===== src/rtl/model_fetch_ctrl.sv =====
// Read-side fetch controller: walks a byte range of the model store and streams little-endian packed words.
// Optional MODEL_FETCH_CHECKSUM_EN adds chk_sum, a mod-256 sum of the bytes fetched by the current job.
module model_fetch_ctrl #(
    parameter int ADDR_W = 21,
    parameter int BPW    = 4,
    parameter int LEN_W  = 22
) (
    input  logic                clk,
    input  logic                rst_n,
    input  logic                start,
    input  logic [ADDR_W-1:0]   base_addr,
    input  logic [LEN_W-1:0]    byte_len,
    output logic [ADDR_W-1:0]   fram_addr,
    output logic                fram_wren,
    input  logic [7:0]          fram_dataout,
    output logic [8*BPW-1:0]    word_data,
    output logic                word_valid,
    output logic                word_last,
    input  logic                word_ready,
    output logic                busy,
    output logic                done
`ifdef MODEL_FETCH_CHECKSUM_EN
    ,
    output logic [7:0]          chk_sum
`endif
);

    localparam int LANE_W = (BPW > 1) ? $clog2(BPW) : 1;

    localparam logic [1:0] S_IDLE  = 2'd0;
    localparam logic [1:0] S_FETCH = 2'd1;
    localparam logic [1:0] S_DRAIN = 2'd2;
    localparam logic [1:0] S_DONE  = 2'd3;

    logic [1:0]         state_q,      state_d;
    logic [ADDR_W-1:0]  ptr_q,        ptr_d;
    logic [LEN_W-1:0]   remain_q,     remain_d;
    logic [LANE_W-1:0]  lane_q,       lane_d;
    logic [8*BPW-1:0]   acc_q,        acc_d;
    logic [8*BPW-1:0]   word_data_q,  word_data_d;
    logic               word_valid_q, word_valid_d;
    logic               word_last_q,  word_last_d;

    logic               last_byte;
    logic               word_end;
    logic               capture;
    logic               accept;
    logic [8*BPW-1:0]   merged;

    assign last_byte = (remain_q == LEN_W'(1));
    assign word_end  = (lane_q == LANE_W'(BPW - 1)) || last_byte;
    assign accept    = word_valid_q && word_ready;
    // Only a word-completing byte needs the output slot; partial lanes keep streaming during a stall.
    assign capture   = (state_q == S_FETCH) && (!word_end || !word_valid_q || word_ready);

    // Lanes above the current one are always zero in acc_q, which pads short final words.
    genvar gi;
    generate
        for (gi = 0; gi < BPW; gi++) begin : g_lane
            assign merged[8*gi +: 8] = (lane_q == LANE_W'(gi)) ? fram_dataout : acc_q[8*gi +: 8];
        end
    endgenerate

    always_comb begin
        state_d      = state_q;
        ptr_d        = ptr_q;
        remain_d     = remain_q;
        lane_d       = lane_q;
        acc_d        = acc_q;
        word_data_d  = word_data_q;
        word_valid_d = word_valid_q;
        word_last_d  = word_last_q;

        if (accept) begin
            word_valid_d = 1'b0;
        end

        case (state_q)
            S_IDLE: begin
                if (start) begin
                    ptr_d    = base_addr;
                    remain_d = byte_len;
                    lane_d   = '0;
                    acc_d    = '0;
                    state_d  = (byte_len != '0) ? S_FETCH : S_DONE;
                end
            end
            S_FETCH: begin
                if (capture) begin
                    ptr_d    = ptr_q + ADDR_W'(1);
                    remain_d = remain_q - LEN_W'(1);
                    if (word_end) begin
                        acc_d        = '0;
                        lane_d       = '0;
                        word_data_d  = merged;
                        word_valid_d = 1'b1;
                        word_last_d  = last_byte;
                    end else begin
                        acc_d  = merged;
                        lane_d = lane_q + LANE_W'(1);
                    end
                    if (last_byte) begin
                        state_d = S_DRAIN;
                    end
                end
            end
            S_DRAIN: begin
                if (accept) begin
                    state_d = S_DONE;
                end
            end
            default: begin
                state_d = S_IDLE;
            end
        endcase
    end

    always_ff @(posedge clk or negedge rst_n) begin
        if (!rst_n) begin
            state_q      <= S_IDLE;
            ptr_q        <= '0;
            remain_q     <= '0;
            lane_q       <= '0;
            acc_q        <= '0;
            word_data_q  <= '0;
            word_valid_q <= 1'b0;
            word_last_q  <= 1'b0;
        end else begin
            state_q      <= state_d;
            ptr_q        <= ptr_d;
            remain_q     <= remain_d;
            lane_q       <= lane_d;
            acc_q        <= acc_d;
            word_data_q  <= word_data_d;
            word_valid_q <= word_valid_d;
            word_last_q  <= word_last_d;
        end
    end

`ifdef MODEL_FETCH_CHECKSUM_EN
    logic [7:0] chk_q, chk_d;

    always_comb begin
        chk_d = chk_q;
        if (state_q == S_IDLE && start) begin
            chk_d = 8'h00;
        end else if (capture) begin
            chk_d = chk_q + fram_dataout;
        end
    end

    always_ff @(posedge clk or negedge rst_n) begin
        if (!rst_n) begin
            chk_q <= 8'h00;
        end else begin
            chk_q <= chk_d;
        end
    end

    assign chk_sum = chk_q;
`endif

    assign fram_addr  = ptr_q;
    assign fram_wren  = 1'b0;
    assign word_data  = word_data_q;
    assign word_valid = word_valid_q;
    assign word_last  = word_last_q;
    assign busy       = (state_q != S_IDLE);
    assign done       = (state_q == S_DONE);

endmodule

===== config.mk =====
export PLATFORM = sky130hd
export DESIGN_NAME = model_fetch_ctrl
export DESIGN_NICKNAME = d
export VERILOG_FILES = /design/src/rtl/model_fetch_ctrl.sv
export SDC_FILE = /design/constraint.sdc
export NUM_CORES = 1
export LEC_CHECK = 0
export BUFFER_PORTS_ARGS = -buffer_cell sky130_fd_sc_hd__buf_2
export CAP_MARGIN = 10
export CORE_MARGIN = 2
export CORE_UTILIZATION = 45
export CTS_BUF_LIST = sky130_fd_sc_hd__clkbuf_4
export DETAILED_ROUTE_END_ITERATION = 7
export PLACE_DENSITY = 0.71
export SYNTH_ARGS = -nofsm -noshare
export SYNTH_HDL_FRONTEND = slang
export SYNTH_SLANG_ARGS = --single-unit

===== constraint.sdc =====
create_clock -name clk -period 2.35 [get_ports clk]
set_clock_uncertainty 0.2 [all_clocks]
set_input_delay 0.3525 -clock clk [delete_from_list [all_inputs] [get_ports clk]]
set_output_delay 0.3525 -clock clk [all_outputs]
set_load 0.05 [all_outputs]

==> summary.txt <==
Final layout
  – Layout net count: 963
  – Syn-to-layout area delta: 50.5%
  – Commonest non-fill, non-tap cells in the layout: buf_2 (109), dfrtp_1 (99), buf_4 (88), nand2_1 (59), dlygate4sd3_1 (53)
  – Design area: 9530 µm²
  – # diodes: 0
  – Fill count: 978
  – Layout cells sized above 1: 47.1%
  – Final core utilization: 69.0%
  – Most common cell after layout, fill and taps aside: buf_2

Worst hold path
  – Cell depth of the worst hold path: 4
  – Hold path endpoint: remain_q[5]
  – Hold_sp: start
  – Worst hold path type: input port to register

Global route
  – Total track usage: 28.3%
  – Vias in the first global route: 6,512
  – First-pass GRT wire length: 32.9 mm
  – Total global routing overflow: 0
  – Antenna violations before repair: 0
  – Largest net degree at the start of global routing: 43

Worst setup path
  – Critical Path AT: 2.91 ns
  – Register-to-Register Path Depth: 8
  – CP Max Fanout: 4
  – Worst reg2reg path endpoint: fram_addr[18]
  – Reg-to-reg startpoint: remain_q[8]
  – Worst EP required: 2.63 ns
  – Flop2flop setup slack: -0.29 ns
  – Critical Path Start Type: register
  – Critical path class: register to register
  – Critical path capture point type: register

Routing
  – Total routed wirelength: 22.6 mm
  – Vias: 6,798
  – Initial DRC count: 875
  – DRC: 0
  – Drt wl/cell: 20.8 µm
  – Vias per inst: 6.24
  – Post-DRT Antenna Nets: 0
  – Initial DRT Pass Iterations: 6

Logic synthesis
  – Syn_area_per_cell: 9.95 µm²
  – Cells after Synth: 637
  – Yosys cell types: 65
  – Post-synth EDFFs: 0
  – Yosys warns: 0
  – Synthesized area: 6340 µm²
  – Seq/Total Area, Yosys: 44.6%
  – Syn_nets: 704
  – Yosys reg bits: 113
  – Share of flip-flops with an asynchronous set or reset: 100%
  – Synth Flop Type: dfrtp_1

Place
  – Placer Congestion: 0.924
  – Hpwl dp: 13.9 mm
  – Post-Place Cell Area: 7820 µm²
  – Port Buffers: 111

STA
  – Final Hold Viols: 0
  – Final period util: 112%
  – Setup TNS: -21.54 ns
  – Worst-Margin Slew: 0.907 ns
  – Slew HR: 39.3%
  – RSZ-0062 raised after global routing: yes
  – Final Critical Period: 2.64 ns
  – Final setup viols: 108
  – Achievable Freq: 0.379 GHz
  – Setup WS post-layout: -0.289 ns
  – Slew Limit Fails: 0

CTS
  – Clk_lat worst skew: 0.60 ns
  – Clk pin slew, worst setup/hold paths: 0.11 ns
  – CTS Root Cell: clkbuf_4
  – TritonCTS Buffers: 17
  – Clk sinks: 113
  – TritonCTS clock tree: built
  – Clk buf depth: 2
  – Htree depth: 4

Die
  – Starting density of the core: 45.8%
  – Row Count: 43
  – Die H: 123 µm
  – Die ar.: 15,000 µm²
  – Core area: 13,800 µm²
  – Die Width: 123 µm
  – # IOs: 113

Status
  – Failing checks: negative setup slack
  – Status: finished with violations

Job
  – Max-Cap Viols: 0

Power and ir drop
  – Total power draw: 12,100 µW
  – PwrDens: 1270 nW/µm²
  – Leak pwr: 0.00426 µW
  – Worst vdd ir: 0.000804 V
-- state kept, by name, summed over array words and instances, names as in the netlist --
register    count
word_valid      1
acc_q          32
fram_addr      21
remain_q       22
state_q         2
word_data      32
word_last       1
lane_q          2
-- what timing repair did --
item / CTS / global route
setup endpoints to repair: 111 / 111
hold buffers: 53 / 0
pin swaps: 34 / 42
cloned: 1 / 3
gates resized for setup: 81 / 99
setup buffers: 11 / 17
hold endpoints to repair: 157 / 0
-- cells by family after synthesis --
logic type	Yosys count	synth area share (%)
muxes	68	12.0
and+or+nand+nor	201	16.6
adders and majority gates	12	2.37
buffers and inverters	57	4.11
other	1	0.0592
AOI/OAI and AO/OA	185	20.1
DFF	113	44.6
-- layout make-up --
class	count	area, µm²	share of cell area [%]
Multi-Input combinational cell	468	3900	40.9
Sequential cell	113	2850	29.8
Timing Repair Buffer	280	2170	22.8
Tap cell	180	225	2.36
Clock inverter	14	190	1.99
Clock buffer	18	135	1.42
Inverter	16	60.1	0.630
-- worst max-delay path by stage --
stage,from,slack (ns),depth (start not counted),end
after floorplan,remain_q[10],-0.16,6,word_data[0]
after global placement,remain_q[15],-0.19,7,word_data[21]
after detailed placement,state_q[0],-0.27,8,acc_q[2]
after CTS,remain_q[16],-0.23,8,fram_addr[13]
after global routing,remain_q[8],-0.38,8,fram_addr[18]
final,remain_q[8],-0.29,8,fram_addr[18]
-- report_power, final --
| part | internal (µW) | total (µW) | leakage (µW) | switching, µW |
|---|---|---|---|---|
| sequential | 2630 | 3260 | 0.00144 | 628 |
| combinational | 2860 | 7180 | 0.00265 | 4320 |
| clock | 852 | 1700 | 0.000164 | 846 |
| total | 6350 | 12100 | 0.00426 | 5790 |
-- layer usage --
metal	vias to the layer above	share of wire [%]	track usage, %
met5	-	0	0
met2	390	50	46.9
met4	0	3.9	13.4
met1	3352	40	35.4
li1	2956	-	-
met3	100	7.0	5.90
-- worst max-delay path, cell delays in order (launching register included) --
cell and delay, ns:
dfrtp_1 0.44, or4_4 0.61, buf_6 0.15, nor3_4 0.18, buf_6 0.14, buf_4 0.17
a32oi_2 0.19, a31o_2 0.29, a22o_1 0.18
-- cells in the mapped netlist (5+ instances only) --
cell type,n,area [µm²]
a211oi_1,6,45.0
a21oi_1,24,120
a221o_1,5,50.1
a22oi_1,24,180
a311oi_1,5,43.8
a31oi_1,18,113
and2_1,9,56.3
clkbuf_1,31,116
dfrtp_1,113,2830
ha_1,12,150
inv_1,16,60.1
mux2_1,30,338
mux2_2,36,405
nand2_1,61,229
nand3_1,19,95.1
nand4_1,6,37.5
nor2_1,33,124
nor3_1,13,65.1
nor4_1,17,106
o21ai_0,39,195
o22a_1,5,43.8
o22ai_1,7,43.8
o31a_1,6,52.6
o31ai_1,6,45.0
or3_1,7,43.8
or4_1,8,60.1
-- metrics by stage --
step                hold WS [ns]  std cells  setup slack, ns
CTS                       0.0260       1078           -0.226
floorplan                 -0.143        637           -0.157
finish                    0.0431       1089           -0.289
global placement          0.0299        981           -0.188
detailed placement        0.0325        981           -0.268
global route              0.0547       1089           -0.378
No activity file was read; power rests on OpenSTA's default activity.
